===== src/rtl/alu_exec.sv =====
// rtl/alu_exec.sv - MIPS execute-stage ALU with valid/ready handshake and a 2-entry result buffer
module alu_exec #(
    parameter int NBITS = 32,
    parameter int ALUOP = 4,
    parameter int DEPTH = 2
) (
    input  logic             i_clk,
    input  logic             i_reset,
    input  logic             i_valid,
    output logic             o_ready,
    input  logic [ALUOP-1:0] i_ALUOp,
    input  logic [NBITS-1:0] i_A,
    input  logic [NBITS-1:0] i_B,
    output logic             o_valid,
    input  logic             i_ready,
    output logic [NBITS-1:0] o_Result,
    output logic             o_Zero,
    output logic             o_Overflow,
    output logic             o_Error
);

    localparam logic [ALUOP-1:0] OP_AND = ALUOP'(4'b0000);
    localparam logic [ALUOP-1:0] OP_OR  = ALUOP'(4'b0001);
    localparam logic [ALUOP-1:0] OP_ADD = ALUOP'(4'b0010);
    localparam logic [ALUOP-1:0] OP_SUB = ALUOP'(4'b0110);
    localparam logic [ALUOP-1:0] OP_SLT = ALUOP'(4'b0111);
    localparam logic [ALUOP-1:0] OP_NOR = ALUOP'(4'b1100);
    localparam logic [ALUOP-1:0] OP_XOR = ALUOP'(4'b1101);

    typedef struct packed {
        logic [NBITS-1:0] result;
        logic             zero;
        logic             ovf;
        logic             err;
    } entry_t;

    entry_t           buf_q [DEPTH];
    logic             rd_ptr_q, wr_ptr_q;
    logic [1:0]       count_q, count_d;
    entry_t           alu_d;
    entry_t           head;
    logic [NBITS-1:0] sum, diff;
    logic             push, pop;

    assign sum  = i_A + i_B;
    assign diff = i_A - i_B;

    always_comb begin
        alu_d = '0;
        unique case (i_ALUOp)
            OP_AND: alu_d.result = i_A & i_B;
            OP_OR:  alu_d.result = i_A | i_B;
            OP_ADD: begin
                alu_d.result = sum;
                alu_d.ovf    = (i_A[NBITS-1] == i_B[NBITS-1]) && (sum[NBITS-1] != i_A[NBITS-1]);
            end
            OP_SUB: begin
                alu_d.result = diff;
                alu_d.ovf    = (i_A[NBITS-1] != i_B[NBITS-1]) && (diff[NBITS-1] != i_A[NBITS-1]);
            end
            // True signed compare so a wrapped difference cannot flip the answer
            OP_SLT: alu_d.result = {{(NBITS-1){1'b0}}, ($signed(i_A) < $signed(i_B))};
            OP_NOR: alu_d.result = ~(i_A | i_B);
            OP_XOR: alu_d.result = i_A ^ i_B;
            default: alu_d.err = 1'b1;
        endcase
        alu_d.zero = (alu_d.result == '0);
    end

    assign o_ready = (count_q != 2'd2);
    assign o_valid = (count_q != 2'd0);
    assign push    = i_valid && o_ready;
    assign pop     = o_valid && i_ready;

    always_comb begin
        count_d = count_q;
        if (push && !pop)
            count_d = count_q + 2'd1;
        else if (pop && !push)
            count_d = count_q - 2'd1;
    end

    always_ff @(posedge i_clk) begin
        if (i_reset) begin
            count_q  <= 2'd0;
            rd_ptr_q <= 1'b0;
            wr_ptr_q <= 1'b0;
        end else begin
            if (push) begin
                buf_q[wr_ptr_q] <= alu_d;
                wr_ptr_q        <= ~wr_ptr_q;
            end
            if (pop)
                rd_ptr_q <= ~rd_ptr_q;
            count_q <= count_d;
        end
    end

    // Empty buffer presents all-zero fields rather than a stale entry
    assign head       = o_valid ? buf_q[rd_ptr_q] : '0;
    assign o_Result   = head.result;
    assign o_Zero     = head.zero;
    assign o_Overflow = head.ovf;
    assign o_Error    = head.err;

endmodule


===== config.mk =====
export PLATFORM = sky130hd
export DESIGN_NAME = alu_exec
export DESIGN_NICKNAME = d
export VERILOG_FILES = /design/src/rtl/alu_exec.sv
export SDC_FILE = /design/constraint.sdc
export NUM_CORES = 1
export LEC_CHECK = 0
export ABC_AREA = 1
export CAP_MARGIN = 20
export CORE_MARGIN = 4
export CORE_UTILIZATION = 25
export CTS_CLUSTER_SIZE = 24
export DETAILED_ROUTE_END_ITERATION = 10
export PLACE_DENSITY_LB_ADDON = 0.05
export SETUP_SLACK_MARGIN = 0.02
export SLEW_MARGIN = 10
export SYNTH_ARGS = -nofsm -noshare
export SYNTH_HDL_FRONTEND = slang
export SYNTH_SLANG_ARGS = --single-unit

===== constraint.sdc =====
create_clock -name i_clk -period 8.5 [get_ports i_clk]
set_clock_uncertainty 0.05 [all_clocks]
set_input_delay 1.7 -clock i_clk [delete_from_list [all_inputs] [get_ports i_clk]]
set_output_delay 1.7 -clock i_clk [all_outputs]
set_load 0.02 [all_outputs]

==> results of run 1 <==
==> path summary, 6_finish.rpt <==
check / end / slack, ps / cells past startpoint
hold / removal: wr_ptr_q / 420 / 2
setup reg to reg: count_q[1] / 6560 / 9
hold reg to reg: wr_ptr_q / 420 / 2
setup / recovery: buf_q[0][2] / 3580 / 17
==> power breakdown <==
group	switching (mW)	internal (mW)	total, mW	leakage (nW)
clock network	0.156	0.199	0.355	0.126
registers	0.00994	0.449	0.459	0.697
logic	0.623	0.328	0.951	5.01
total	0.790	0.976	1.77	5.83
==> state kept, by name (all words and copies together) (netlist names), named ones only <==
signal    flops
buf_q        70
count_q       2
rd_ptr_q      1
wr_ptr_q      1
==> cells in the mapped netlist (2+ instances only) <==
master	count	share of area, %
a221oi_1	14	1.3
buf_6	3	0.35
nand3_2	2	0.21
xor2_1	3	0.27
nand3b_1	2	0.15
nand2_1	527	20
inv_2	14	0.54
nand2_4	2	0.23
o22ai_1	12	0.77
or2_2	5	0.32
nor3_1	13	0.67
buf_4	9	0.70
inv_1	286	11
nand3_1	126	6.5
o21ai_0	34	1.8
and2_1	3	0.19
nor2_2	13	0.84
edfxtp_1	70	22
o211ai_1	4	0.31
nor2_1	165	6.4
a21oi_2	4	0.36
nand2_2	13	0.84
clkbuf_1	12	0.46
a21oi_1	95	4.9
fa_1	2	0.41
clkinv_1	2	0.077
a211oi_1	9	0.70
nand4_1	15	0.97
o21bai_1	11	0.85
ha_1	98	13
buf_2	24	1.2
dfxtp_1	5	1.0
==> routing by layer <==
metal / vias to the layer above / GRT usage, % / wire length (µm)
met1: 4675 / 28.1 / 20000
met5: - / 0 / 0
met3: 30 / 1.65 / 1810
met2: 255 / 31.1 / 18400
li1: 5197 / - / -
met4: 0 / 3.52 / 573
==> logic make-up (layout without fill, tap and decap cells) <==
logic type	Yosys count	count (layout)
compound gates	188	188
xor+xnor	3	3
fa+ha+maj	100	100
buf+inv	351	433
flops	75	75
simple gates	890	890
==> cells in the final DEF, fill, tap and decap left out, types with 11 or more instances in the layout <==
cell type	Yosys	routed
nor2_1	165	162
a221oi_1	14	14
o21ai_0	34	34
nand2_1	527	527
nor2_2	13	14
ha_1	98	98
o21bai_1	11	11
nand2_2	13	13
nand3_1	126	126
a21oi_1	95	95
inv_1	286	286
inv_2	14	14
o22ai_1	12	12
nor3_1	13	12
clkdlybuf4s50_1	0	108
edfxtp_1	70	70
nand4_1	15	15
==> cell type report <==
class | count | area share (%)
clock buffers | 9 | 1.95
clock inverters | 7 | 0.456
inverters | 302 | 9.83
multi-input cells | 1181 | 52.9
flip-flops and latches | 75 | 19.1
well taps | 511 | 5.54
repair buffers | 115 | 10.2
==> worst register-to-register path: stages, from the launching register on <==
cell	delay (ps)
dfxtp_1	330
nor2_2	100
buf_4	390
inv_1	120
nand2_1	130
ha_1	270
a21oi_1	110
o21ai_0	120
a21oi_1	140
o21a_1	130
==> results.json, run 1 <==
{
  "viasPerCell": 4.62,
  "routedWlPerCell_um": 18.5,
  "diodes": 0,
  "drt.antenna.violating_nets": 0,
  "fillCellCount": 4328,
  "h-tree-depth": 3,
  "dr.pass1.iters": 5,
  "grt_antenna_before_repair": 0,
  "insertion_delay_ps": 340,
  "rsz0062_at_grt": "false",
  "power.total_mw": 1.77,
  "syn_inst": 1607,
  "final_util_pct": 30.4,
  "hold_viol": 0,
  "hold_path_class": "flop to flop",
  "muxShareOfSynthArea_pct": 0,
  "hold_ws_ps": 418,
  "async_flop_share_pct": 0,
  "worst_slack_ps": 3580,
  "synth_xor_area_share_pct": 0.271,
  "slowest_stage": "ha_1",
  "fp.dieH_um": 205,
  "cts_tree": "built",
  "grt_pass1_wl_mm": 60.8,
  "route.detailed.drc": 0,
  "fin_cells": 2200,
  "power.density_mw_per_mm2": 153,
  "startpoint_type": "primary input",
  "crit_family": "simple AND/OR/NAND/NOR gates",
  "fin_tns_setup_ps": 0,
  "slowest_delay_ps": 570,
  "dr_total_vias": 10157,
  "hold_path.startpoint": "wr_ptr_q",
  "p_leak_nw": 5.83,
  "cp-startpoint": "i_A[17]",
  "fin_crit_sh_pct": 57.9,
  "initial_core_util_pct": 25.5,
  "status": "finished clean",
  "synth_top_family_by_area": "simple AND/OR/NAND/NOR gates",
  "syn_to_final_growth_pct": 19.0,
  "cp_num_buf_inv": 3,
  "gp_congestion": 0.951,
  "design_area_mm2": 0.0115,
  "r2r-start": "count_q[1]",
  "worstPathCellList": "clkdlybuf4s50_1 -> inv_1 -> ha_1 -> nand2_2 -> nor2_4 -> inv_2 -> nor2_2 -> nand4_1 -> nand3_1 -> nand2_1 -> nand3_1 -> nand2_1 -> nor2_1 -> nand2_1 -> nor2_1 -> nand3_1 -> nor2_1",
  "ctsRootBufferMaster": "clkbuf_16",
  "place_ws_ps": 3230,
  "port_buffers": 108,
  "grt_pass1_vias": 9887,
  "multi_input_area_mm2": 0.00611,
  "ys_types": 42,
  "path_clk_slew_ps": 60,
  "hpwl_mm": 33.0,
  "coreArea_mm2": 0.0379,
  "finalCriticalPeriod_ps": 4920,
  "setup_viol": 0,
  "cts.sinks": 75,
  "regArea_mm2": 0.00220,
  "cts_hold_buf": 0,
  "crit_type": "primary input to flop",
  "grt_max_degree": 37,
  "cts_resized": 0,
  "syn_area_mm2": 0.00969,
  "syn_nets": 1779,
  "cp.arrival_ps": 5050,
  "die_x_um": 205,
  "required_ps": 8630,
  "avgSynthCellArea_um2": 6.03,
  "cts_setup_buffers": 0,
  "routed_wl_mm": 40.8,
  "placed_cells": 2183,
  "num_rows": 71,
  "cp_max_fo": 11,
  "fmax_ghz": 0.203,
  "synth-compound-area-share_pct": 11.3,
  "yosys.area_share.simple_pct": 38.1,
  "grt.overflow.total": 0,
  "die_area_mm2": 0.0420,
  "synth_adder_area_share_pct": 13.1,
  "cp-end-kind": "flop",
  "pin_count": 109,
  "numCtsBuffers": 9,
  "irDropWorstVdd_v": 0.0000979,
  "clk_path_buf_depth": 2,
  "maxCapViolCount": 0,
  "layout-drive-gt1-share_pct": 4.80,
  "finalMaxSlewViolations": 0,
  "nets": 1856,
  "ys_seq_area_share_pct": 22.7,
  "grt_usage_pct": 19.2,
  "worst_slew_pin_slew_ps": 907,
  "synth_edf_count": 70,
  "ys_seq_elements": 75,
  "drt_iter0_drc": 707,
  "max_slew_margin_pct": 39.4,
  "yosys_warnings": 0,
  "synthFlopType": "edfxtp_1",
  "place_area_mm2": 0.0112
}
No activity file was read; power rests on OpenSTA's default activity.
==> run 2, diff against run 1 <==
==> constraint.sdc (replaced) <==
create_clock -name i_clk -period 4.75 [get_ports i_clk]
set_clock_uncertainty 0.05 [all_clocks]
set_input_delay 0.95 -clock i_clk [delete_from_list [all_inputs] [get_ports i_clk]]
set_output_delay 0.95 -clock i_clk [all_outputs]
set_load 0.02 [all_outputs]
==> run 2 against run 1 <==
  * Power up 89%
  * Sequential power rose by 79%
  * Flip-flop and latch count stayed put
  * Via count barely moved
  * Critical path depth grew 2
  * Worst hold slack better by 0.56 ps
  * Final area up 1.7%
  * Worst setup slack worse by 2800 ps
  * Final cell count is 0.91% higher
  * Clock power grew 130%
  * Critical endpoint unchanged
==> results.json, run 2 (synthesis results as in run 1) <==
{
  "status": "finished clean",
  "diodes": 0,
  "port_buffers": 108,
  "hold_viol": 0,
  "insertion_delay_ps": 330,
  "finalMaxSlewViolations": 0,
  "worst_slew_pin_slew_ps": 736,
  "rsz0062_at_grt": "false",
  "grt.overflow.total": 0,
  "dr_total_vias": 10155,
  "final_util_pct": 30.9,
  "num_rows": 71,
  "slowest_stage": "clkdlybuf4s50_1",
  "cts_hold_buf": 0,
  "top_regs": "buf_q: 70 flops, count_q: 2 flops",
  "crit_family": "simple AND/OR/NAND/NOR gates",
  "grt_antenna_before_repair": 0,
  "grt_max_degree": 37,
  "coreArea_mm2": 0.0379,
  "worst_slack_ps": 742,
  "finalCriticalPeriod_ps": 4010,
  "pin_count": 109,
  "sequentialPowerShare_pct": 24.7,
  "numCtsBuffers": 9,
  "maxCapViolCount": 0,
  "p_sw_share_pct": 41.0,
  "power.density_mw_per_mm2": 284,
  "pwr-share-comb_pct": 50.9,
  "layout-drive-gt1-share_pct": 5.85,
  "h-tree-depth": 3,
  "irDropWorstVdd_v": 0.000202,
  "grt_pass1_wl_mm": 58.8,
  "hold_path_class": "flop to flop",
  "gp_congestion": 0.900,
  "die_x_um": 205,
  "routed_wl_mm": 39.4,
  "power.switching_mw": 1.36,
  "drt_iter0_drc": 750,
  "top_register": "buf_q",
  "hpwl_mm": 32.3,
  "cp-end-kind": "flop",
  "final_common_cell": "nand2_1",
  "clk_path_buf_depth": 2,
  "cp_max_fo": 8,
  "grt_usage_pct": 18.4,
  "routedWlPerCell_um": 17.7,
  "nets": 1876,
  "clock_power_share_pct": 24.4,
  "crit_top_cell": "nand2_1",
  "intPower_mw": 1.97,
  "fmax_ghz": 0.250,
  "fin_crit_sh_pct": 84.4,
  "drt.antenna.violating_nets": 0,
  "fillCellCount": 4258,
  "syn_to_final_growth_pct": 21.0,
  "multi_input_area_mm2": 0.00610,
  "fp.dieH_um": 205,
  "dr.pass1.iters": 7,
  "cts_resized": 0,
  "setup_viol": 0,
  "required_ps": 4880,
  "fin_tns_setup_ps": 0,
  "initial_core_util_pct": 25.5,
  "cts_setup_buffers": 0,
  "startpoint_type": "primary input",
  "place_ws_ps": 455,
  "regArea_mm2": 0.00220,
  "slowest_delay_ps": 520,
  "grt_pass1_vias": 9937,
  "ctsRootBufferMaster": "clkbuf_16",
  "die_area_mm2": 0.0420,
  "path_clk_slew_ps": 60,
  "cp.arrival_ps": 4130,
  "crit_type": "primary input to flop",
  "p_leak_nw": 5.96,
  "cts_tree": "built",
  "cp_num_buf_inv": 2,
  "viasPerCell": 4.57,
  "largest_reg_flops": 70,
  "route.detailed.drc": 0,
  "worstPathCellList": "clkdlybuf4s50_1 -> inv_1 -> ha_1 -> nand3_1 -> nand3_1 -> nand2_1 -> nand2_1 -> nand2_1 -> nand2_1 -> nand2_1 -> nand2_1 -> nand2_1 -> nand3_1 -> nand2_1 -> nor2_1 -> nand2_1 -> nor2_1 -> nand3_1 -> nor2_1",
  "layout_common_cells": "nand2_1, inv_1, nor2_1",
  "cts.sinks": 75,
  "max_slew_margin_pct": 50.9
}
run 2: cell types whose count changed in the layout (fill, tap and decap cells not counted):
cell	previous run	this run
clkbuf_1	0	2
buf_16	2	0
clkinv_1	3	2
nor2_2	14	15
nor2_4	3	2
clkinv_4	1	0
clkinv_2	0	1
buf_4	5	26
clkinvlp_4	3	0
bufinv_16	0	4
buf_12	0	1
inv_6	2	0
run 2: metal layers:
metal  up-vias  share of wire (%)  GRT usage [%]
met5         -                  0              0
met4         0                2.2           4.64
met3        40                5.1           1.99
met2       263                 44           29.8
met1      4621                 49           26.2
li1       5231                  -              -
run 2: layout make-up:
type | count | area share [%]
Multi-Input combinational cell | 1181 | 52.0
Sequential cell | 75 | 18.8
Timing Repair Buffer | 135 | 11.1
Inverter | 302 | 9.66
Tap cell | 511 | 5.45
Clock buffer | 11 | 1.98
Clock inverter | 5 | 1.07
run 2: power by group through the flow:
stage | sequential (mW) | combinational [mW] | clock, mW
CTS | 0.822 | 1.72 | 0.831
finish | 0.822 | 1.70 | 0.811
detailed placement | 0.836 | 1.71 | 0
global route | 0.828 | 1.87 | 0.858
floorplan | 0.833 | 0.984 | 0
global placement | 0.836 | 1.71 | 0
run 2: through the flow:
stage	instance area, µm²	power [mW]	cells	hold slack, ps
6_report	11700	3.33	2220	419
5_1_grt	11700	3.55	2220	449
4_1_cts	11700	3.37	2220	422
3_5_place_dp	11400	2.55	2204	414
3_3_place_gp	11400	2.54	2203	408
2_1_floorplan	9690	1.82	1607	388
run 2: worst paths after layout:
path / start / to / slack [ps] / depth (start not counted)
max: i_B[2] / buf_q[0][2] / 740 / 19
min reg2reg: wr_ptr_q / wr_ptr_q / 420 / 2
min: wr_ptr_q / wr_ptr_q / 420 / 2
max reg2reg: count_q[1] / count_q[1] / 2830 / 9
run 2: worst reg2reg max path, delay by kind of cell, from the launching register on:
family | cells | cell delay [ps]
adders and majority gates | 1 | 270
AOI/OAI and AO/OA | 4 | 510
DFF | 1 | 330
and+or+nand+nor | 2 | 220
buffers and inverters | 2 | 500
